## src/rtl/wsacc_pkg.sv

```systemverilog
// Shared types and constants for the weight-stationary accelerator blocks.
// Holds the weight-loader state enum plus the address and checksum widths.
package wsacc_pkg;

    typedef enum logic {
        IDLE = 1'b0,
        LOAD = 1'b1
    } wload_state_t;

    localparam int WSACC_ADDR_W = 4;
    localparam int WSACC_CSUM_W = 16;

endpackage

```

## src/rtl/wsacc_weight_loader_if.sv

```systemverilog
// Valid/ready weight stream feeding the weight loader.
// The master (buffer/DMA side) drives valid and data; the loader answers with ready.
interface wsacc_weight_loader_if #(
    parameter int dataWidth = 8
);

    logic                 w_valid_i;
    logic                 w_ready_o;
    logic [dataWidth-1:0] w_data_i;

    modport master (
        output w_valid_i,
        output w_data_i,
        input  w_ready_o
    );

    modport slave (
        input  w_valid_i,
        input  w_data_i,
        output w_ready_o
    );

endinterface

```

## src/rtl/wsacc_weight_loader.sv

```systemverilog
// Weight-load sequencer: fills numPe PEs with windowElements weights each from a stream.
// Optional running checksum of accepted weights is enabled by defining WSACC_WLOAD_CHECKSUM_EN.
module wsacc_weight_loader
    import wsacc_pkg::*;
#(
    parameter int dataWidth      = 8,
    parameter int windowElements = 9,
    parameter int numPe          = 4
) (
    input  logic                    clk,
    input  logic                    rst,
    input  logic                    start_i,
    input  logic                    abort_i,
    output logic                    busy_o,
    output logic                    done_o,
    wsacc_weight_loader_if.slave    w_if,
    output logic [numPe-1:0]        weight_wr_en_o,
    output logic [WSACC_ADDR_W-1:0] weight_addr_o,
    output logic [dataWidth-1:0]    weight_o
`ifdef WSACC_WLOAD_CHECKSUM_EN
    ,
    output logic [WSACC_CSUM_W-1:0] checksum_o
`endif
);

    localparam int PE_W = (numPe > 1) ? $clog2(numPe) : 1;
    localparam logic [WSACC_ADDR_W-1:0] LAST_ELEM = WSACC_ADDR_W'(windowElements - 1);
    localparam logic [PE_W-1:0]         LAST_PE   = PE_W'(numPe - 1);

    if (windowElements < 1 || windowElements > 16) begin : g_bad_window
        $error("wsacc_weight_loader: windowElements must be in 1..16");
    end
    if (numPe < 1) begin : g_bad_num_pe
        $error("wsacc_weight_loader: numPe must be at least 1");
    end

    wload_state_t             state_q, state_d;
    logic [PE_W-1:0]          pe_idx_q, pe_idx_d;
    logic [WSACC_ADDR_W-1:0]  elem_q, elem_d;
    logic                     busy_q, busy_d;
    logic                     done_q, done_d;
    logic [numPe-1:0]         wr_en_q, wr_en_d;
    logic [WSACC_ADDR_W-1:0]  waddr_q, waddr_d;
    logic [dataWidth-1:0]     weight_q, weight_d;
`ifdef WSACC_WLOAD_CHECKSUM_EN
    logic [WSACC_CSUM_W-1:0]  csum_q, csum_d;
`endif

    logic handshake;

    // Abort blocks acceptance combinationally so a word offered alongside it is never taken.
    assign w_if.w_ready_o = (state_q == LOAD) && !abort_i;
    assign handshake      = w_if.w_valid_i && w_if.w_ready_o;

    always_comb begin
        state_d  = state_q;
        pe_idx_d = pe_idx_q;
        elem_d   = elem_q;
        busy_d   = busy_q;
        done_d   = 1'b0;
        wr_en_d  = '0;
        waddr_d  = waddr_q;
        weight_d = weight_q;
`ifdef WSACC_WLOAD_CHECKSUM_EN
        csum_d   = csum_q;
`endif
        case (state_q)
            IDLE: begin
                if (start_i) begin
                    state_d  = LOAD;
                    pe_idx_d = '0;
                    elem_d   = '0;
                    busy_d   = 1'b1;
`ifdef WSACC_WLOAD_CHECKSUM_EN
                    csum_d   = '0;
`endif
                end
            end
            LOAD: begin
                if (abort_i) begin
                    state_d = IDLE;
                    busy_d  = 1'b0;
                end else if (handshake) begin
                    wr_en_d  = numPe'(1) << pe_idx_q;
                    waddr_d  = elem_q;
                    weight_d = w_if.w_data_i;
`ifdef WSACC_WLOAD_CHECKSUM_EN
                    csum_d   = csum_q + WSACC_CSUM_W'(signed'(w_if.w_data_i));
`endif
                    if (elem_q == LAST_ELEM) begin
                        elem_d = '0;
                        if (pe_idx_q == LAST_PE) begin
                            state_d = IDLE;
                            busy_d  = 1'b0;
                            done_d  = 1'b1;
                        end else begin
                            pe_idx_d = pe_idx_q + PE_W'(1);
                        end
                    end else begin
                        elem_d = elem_q + WSACC_ADDR_W'(1);
                    end
                end
            end
            default: state_d = IDLE;
        endcase
    end

    always_ff @(posedge clk) begin
        if (rst) begin
            state_q  <= IDLE;
            pe_idx_q <= '0;
            elem_q   <= '0;
            busy_q   <= 1'b0;
            done_q   <= 1'b0;
            wr_en_q  <= '0;
            waddr_q  <= '0;
            weight_q <= '0;
`ifdef WSACC_WLOAD_CHECKSUM_EN
            csum_q   <= '0;
`endif
        end else begin
            state_q  <= state_d;
            pe_idx_q <= pe_idx_d;
            elem_q   <= elem_d;
            busy_q   <= busy_d;
            done_q   <= done_d;
            wr_en_q  <= wr_en_d;
            waddr_q  <= waddr_d;
            weight_q <= weight_d;
`ifdef WSACC_WLOAD_CHECKSUM_EN
            csum_q   <= csum_d;
`endif
        end
    end

    assign busy_o         = busy_q;
    assign done_o         = done_q;
    assign weight_wr_en_o = wr_en_q;
    assign weight_addr_o  = waddr_q;
    assign weight_o       = weight_q;
`ifdef WSACC_WLOAD_CHECKSUM_EN
    assign checksum_o     = csum_q;
`endif

endmodule

```

## src/flat_wrapper.sv

```systemverilog
// flat-port wrapper written by rule: the top's interface ports become plain ports
module wsacc_weight_loader_flat import wsacc_pkg::*;
#(
    parameter int dataWidth      = 8,
    parameter int windowElements = 9,
    parameter int numPe          = 4
)
  (clk, rst, start_i, abort_i, busy_o, done_o, weight_wr_en_o, weight_addr_o, weight_o, w_if_w_valid_i, w_if_w_data_i, w_if_w_ready_o);
  wsacc_weight_loader_if #(.dataWidth(dataWidth)) w_if_i ();
  input  logic clk;
  input  logic rst;
  input  logic start_i;
  input  logic abort_i;
  output logic busy_o;
  output logic done_o;
  output logic [numPe-1:0] weight_wr_en_o;
  output logic [WSACC_ADDR_W-1:0] weight_addr_o;
  output logic [dataWidth-1:0] weight_o;
  input wire logic [$bits(w_if_i.w_valid_i)-1:0] w_if_w_valid_i;
  input wire logic [$bits(w_if_i.w_data_i)-1:0] w_if_w_data_i;
  output wire logic [$bits(w_if_i.w_ready_o)-1:0] w_if_w_ready_o;
  assign w_if_i.w_valid_i = w_if_w_valid_i;
  assign w_if_i.w_data_i = w_if_w_data_i;
  assign w_if_w_ready_o = w_if_i.w_ready_o;
  wsacc_weight_loader #(.dataWidth(dataWidth), .windowElements(windowElements), .numPe(numPe)) u_core (.clk(clk), .rst(rst), .start_i(start_i), .abort_i(abort_i), .busy_o(busy_o), .done_o(done_o), .w_if(w_if_i), .weight_wr_en_o(weight_wr_en_o), .weight_addr_o(weight_addr_o), .weight_o(weight_o));
endmodule
```

## config.mk

```make
export PLATFORM = sky130hd
export DESIGN_NAME = wsacc_weight_loader_flat
export DESIGN_NICKNAME = d
export VERILOG_FILES = /design/src/rtl/wsacc_pkg.sv /design/src/rtl/wsacc_weight_loader_if.sv /design/src/rtl/wsacc_weight_loader.sv /design/src/flat_wrapper.sv
export SDC_FILE = /design/constraint.sdc
export NUM_CORES = 1
export LEC_CHECK = 0
export BUFFER_PORTS_ARGS = -buffer_cell sky130_fd_sc_hd__buf_2
export CORE_ASPECT_RATIO = 1.1
export CORE_MARGIN = 2
export CORE_UTILIZATION = 25
export CTS_CLUSTER_SIZE = 12
export DETAILED_ROUTE_END_ITERATION = 12
export GPL_ROUTABILITY_DRIVEN = 0
export PLACE_DENSITY = 0.55
export SLEW_MARGIN = 25
export SYNTH_ARGS = -nofsm -noshare
export SYNTH_HDL_FRONTEND = slang
export SYNTH_SLANG_ARGS = --single-unit
```

## constraint.sdc

```tcl
create_clock -name clk -period 1.6 [get_ports clk]
set_input_delay 0.48 -clock clk [delete_from_list [all_inputs] [get_ports clk]]
set_output_delay 0.48 -clock clk [all_outputs]
set_load 0.01 [all_outputs]
```

## Word-level counts from Yosys, hierarchy flattened

Index checks and enable logic that the tools add are counted.
Widths: inputs -> output; s select.

| cells by class | value |
|---|---|
| mux-type cells | 24 |
| bitwise operators | 4 |
| reductions and logical operators | 9 |
| equal/unequal tests | 10 |
| add/subtract/negate cells | 2 |
| shift operators | 1 |

Operators by type and width:

| kind | number |
|---|---|
| $mux 4 | 4 |
| $mux 1 | 11 |
| $mux 2 | 5 |
| $ne 2x2->1 const B | 5 |
| $ne 3x3->1 const B | 3 |
| $pmux 4 s2 | 1 |
| $reduce_and 3->1 | 2 |
| $reduce_and 5->1 | 1 |
| $reduce_or 5->1 | 1 |
| $add 4x1->4 const B | 1 |
| $eq 4x4->1 const B | 1 |
| $not 1->1 | 4 |
| $pmux 1 s2 | 2 |
| $pmux 2 s2 | 1 |
| $reduce_and 4->1 | 1 |
| $reduce_or 4->1 | 1 |
| $shl 1x2->4 const A | 1 |
| $add 2x1->2 const B | 1 |
| $eq 2x2->1 const B | 1 |
| $logic_and 1x1->1 | 2 |
| $logic_not 1->1 | 1 |

| word-level totals | value |
|---|---|
| logic and storage cells | 58 |
| bits of input ports | 13 |
| register bits after elaboration | 25 |

## Longest topological paths before layout

| logic depth | value |
|---|---|
| depth after elaboration | 6 |
| gate-level depth with buffers | 6 |

## Least setup slack after synthesis

No wires, ideal clock.

| timing path | value |
|---|---|
| path kind | reg-to-reg |
| start | register u_core.elem_q[0] |
| end | register u_core.pe_idx_q[1] |
| path buffers | 0 |
| stages on the path, launching flop included | 6 |
| clock period less this slack | 1.373 ns |
| slack | 0.227 ns |
| arrival | 1.299 ns |
| data required time | 1.526 ns |
| cell sequence | dfxtp_1 inv_1 ha_1 nand3b_4 or4b_1 a31oi_1 |

| between the ends | value |
|---|---|
| longest elaborated chain between the ends | 3 |

RTL lines:

| item | line | source |
|---|---|---|
| from (decl) | wsacc_weight_loader.sv:39 | `logic [WSACC_ADDR_W-1:0] elem_q, elem_d;` |
| from (signal assigned) | wsacc_weight_loader.sv:124 | `elem_q <= elem_d;` |
| $eq 4x4->1 | wsacc_weight_loader.sv:90 | `if (elem_q == LAST_ELEM) begin` |
| $ne 2x2->1 (no source line) | -- |  |
| $reduce_and 5->1 (no source line) | -- |  |
| to (signal assigned) | wsacc_weight_loader.sv:123 | `pe_idx_q <= pe_idx_d;` |
| to (decl) | wsacc_weight_loader.sv:38 | `logic [PE_W-1:0] pe_idx_q, pe_idx_d;` |

No other way between the ends.
A chain may end at the register's enable or synchronous reset.

## Worst setup path in the final report

Ends and elaborated chain as after synthesis.

==> metrics.md <==
| Metric | Value |
|---|---|
| Worst-case reg-to-reg path depth | `5` |
| Peak VDD IR | `0.000340 V` |
| Most instantiated flip-flop cell in the synthesis netlist | `sky130_fd_sc_hd__dfxtp_1` |
| Synth warnings | `0` |
| Sum Neg Setup Slack | `0 ns` |
| Global-route wire length before repair | `3800 um` |
| Most frequent cells in the layout | `sky130_fd_sc_hd__buf_2 (31), sky130_fd_sc_hd__nand2_1 (25), sky130_fd_sc_hd__dfxtp_1 (24)` |
| Hold depth | `3` |
| Arrival time of the worst setup path | `1.71 ns` |
| Syn Inst Count | `116` |
| GRT Util Overall | `0.110` |
| Area of combinational cells with multiple inputs | `474 um^2` |
| Via count of the first global-routing pass | `897` |
| Worst clock skew | `0.00412 ns` |
| Top cell family by delay on the critical path | `simple AND/OR/NAND/NOR gates` |
| Hold Crit Class | `input port to flop` |
| Number of design rule violations left after detail routing | `0` |
| Routed via count divided by cell count | `4.65` |
| Cell taking the most area after synthesis | `sky130_fd_sc_hd__dfxtp_1` |
| Maximum number of pins on one net before global-route repair | `27` |
| Async SR Flop Fraction | `0` |
| Max-Slew Margin vs Limit | `0.699` |
| TritonCTS clock tree | `built` |
| Mean post-synth cell area | `8.84 um^2` |
| Kind of end point of the critical path | `flop` |
| Post-layout minimum cycle time | `1.52 ns` |
| Power density over cell area | `854 nW/um^2` |
| Proportion of netlist area held by the largest area contributor | `0.488` |
| RSZ-0062 raised after global routing | `no` |
| Latest clock arrival within the worst-skew pair | `0.27 ns` |
| Remaining number of nets flagged by the antenna check after routing | `0` |
| Master of the slowest instance on the critical path | `sky130_fd_sc_hd__or4b_1` |
| Final Hold Vio Count | `0` |
| Total gr overflow | `0` |
| Final layout net count | `164` |
| Part of the Yosys area used for sequential elements | `0.488` |
| Antenna violations before repair | `0` |
| Count of buffers added by post-CTS timing repair for setup | `0` |
| Register area | `502 um^2` |
| Die Wd | `65.1 um` |
| Clock sink total | `25` |
| Number of input and output port buffers inserted | `31` |
| DPL Wire Length | `1670 um` |
| Chip Height | `71.2 um` |
| CP cell instances | `inv_1 -> ha_1 -> nand3b_4 -> or4b_1 -> a31oi_1` |
| Type of the worst setup path | `flop to flop` |
| CTS Buffer Depth | `2` |
| Largest stage delay on the critical path | `0.47 ns` |
| Crit path depth | `5` |
| Leakage dissipation | `0.000533 uW` |
| Bufs and invs on worst path | `1` |
| Routed wire length | `2350 um` |
| Worst Setup Start Kind | `flop` |
| Layout cells sized above 1 | `0.279` |
| Summed instance area of the synthesized netlist | `1030 um^2` |
| Post-synth EDFFs | `0` |
| Layout filler cell count | `442` |
| Netlist cell types | `28` |
| Row Count | `24` |
| Max Cap Viol | `0` |
| Number of buffers created by CTS | `3` |
| Clock root cell | `sky130_fd_sc_hd__clkbuf_8` |
| Final-layout worst hold slack | `0.434 ns` |
| First DRT Iteration DRCs | `31` |
| Period Utilization, post-route | `0.947` |
| Setup violators final | `0` |
| Clock transition at the registers of the reported paths | `0.08 ns` |
| Post-DR wirelength/cell | `11.8 um` |
| Required time of the critical path | `1.80 ns` |
| Top fanout value on the critical path | `7` |
| Run status | `finished clean` |
| Pre-antenna DRT Iters | `5` |
| Top-level port count | `32` |
| Area overhead of the layout relative to synthesis | `25.4%` |
| Commonest non-fill, non-tap cell in the layout | `sky130_fd_sc_hd__buf_2` |
| Core area | `3960 um^2` |
| Initial core utilization | `0.259` |
| Antenna cells | `0` |
| Transition time of the tightest slew-check pin | `0.451 ns` |
| H-tree lvl count | `1` |
| Max-slew violation count | `0` |
| Net count of the mapped netlist | `132` |
| Number of vias in the routed layout | `926` |
| Peak clock frequency supported by timing | `660 MHz` |
| Register bit total from synthesis | `25` |
| Largest cells by area after synthesis | `sky130_fd_sc_hd__dfxtp_1 (49%), sky130_fd_sc_hd__nand2_1 (9.1%), sky130_fd_sc_hd__a21oi_1 (8.8%)` |
| Total Die Area | `4630 um^2` |
[logic make-up after synthesis]
group / Yosys count / share of synthesized area
and+or+nand+nor: 50 / 0.283
AOI/OAI and AO/OA: 26 / 0.143
DFF: 25 / 0.488
buffers and inverters: 12 / 0.0500
adders and majority gates: 3 / 0.0366
[sequential cells by signal, indices dropped and copies added, names as in the netlist]
signal and flops:
u_core.elem_q 4, u_core.pe_idx_q 2, u_core.done_o 1, u_core.weight_addr_o 4
u_core.weight_o 8, u_core.weight_wr_en_o 4, u_core.state_q 1, u_core.busy_o 1
[cells in the mapped netlist, types with 2 or more instances]
library cell               number
sky130_fd_sc_hd__buf_2          2
sky130_fd_sc_hd__nor2b_1        2
sky130_fd_sc_hd__nand3_1        7
sky130_fd_sc_hd__nand3b_4       2
sky130_fd_sc_hd__nand2_1       25
sky130_fd_sc_hd__a21oi_1       18
sky130_fd_sc_hd__clkbuf_1       5
sky130_fd_sc_hd__nor4b_1        2
sky130_fd_sc_hd__ha_1           3
sky130_fd_sc_hd__inv_1          4
sky130_fd_sc_hd__o211ai_1       3
sky130_fd_sc_hd__dfxtp_1       25
sky130_fd_sc_hd__nand2b_1       2
sky130_fd_sc_hd__a31oi_1        2
[timing repair]
| action | CTS | global route |
|---|---|---|
| endpoints found under the setup margin | 0 | 1 |
| hold buffers | 0 | 0 |
| resized for setup | 0 | 1 |
[worst reg2reg max path, delay by kind of cell, from the launching register on]
family | cells | cell delay [ns]
fa+ha+maj | 1 | 0.22
buf+inv | 1 | 0.09
simple gates | 2 | 0.59
compound gates | 1 | 0.19
flops | 1 | 0.35
[metrics by stage]
| step | instance area, um^2 | cells | util | total power (uW) | setup slack, ns |
|---|---|---|---|---|---|
| final | 1290 | 199 | 0.324 | 1100 | 0.0846 |
| after global routing | 1290 | 199 | 0.324 | 1140 | 0.00782 |
| after CTS | 1280 | 199 | 0.324 | 1110 | 0.0287 |
| after detailed placement | 1240 | 195 | 0.313 | 737 | 0.0522 |
| after global placement | 1240 | 195 | 0.313 | 734 | 0.124 |
| after floorplan | 1030 | 116 | - | 703 | 0.227 |
[path summary, 6_finish.rpt]
path	start	end	slack, ns
max	u_core.elem_q[0]$_SDFFE_PP0P_	u_core.pe_idx_q[1]$_SDFFE_PP0P_	0.08
min reg2reg	u_core.weight_addr_o[3]$_SDFFE_PP0P_	u_core.weight_addr_o[3]$_SDFFE_PP0P_	0.45
max reg2reg	u_core.elem_q[0]$_SDFFE_PP0P_	u_core.pe_idx_q[1]$_SDFFE_PP0P_	0.08
min	w_if_w_data_i[4]	u_core.weight_o[4]$_SDFFE_PP0P_	0.43
[cell type report]
cell class,count,area share
multi-input combinational,79,0.369
clock buffer,4,0.0350
sequential,25,0.390
tap,52,0.0506
timing repair buffer,35,0.144
inverter,4,0.0117
[routing by layer]
metal,GRT usage,routed length (um)
met1,0.117,989
met2,0.186,1150
met3,0.0286,142
met4,0.0810,62
met5,0,0
[report_power, final]
part	switching, uW	internal (uW)
clock	197	178
sequential	9.37	632
combinational	46.2	35.2
(Power assumes the default switching activity.)
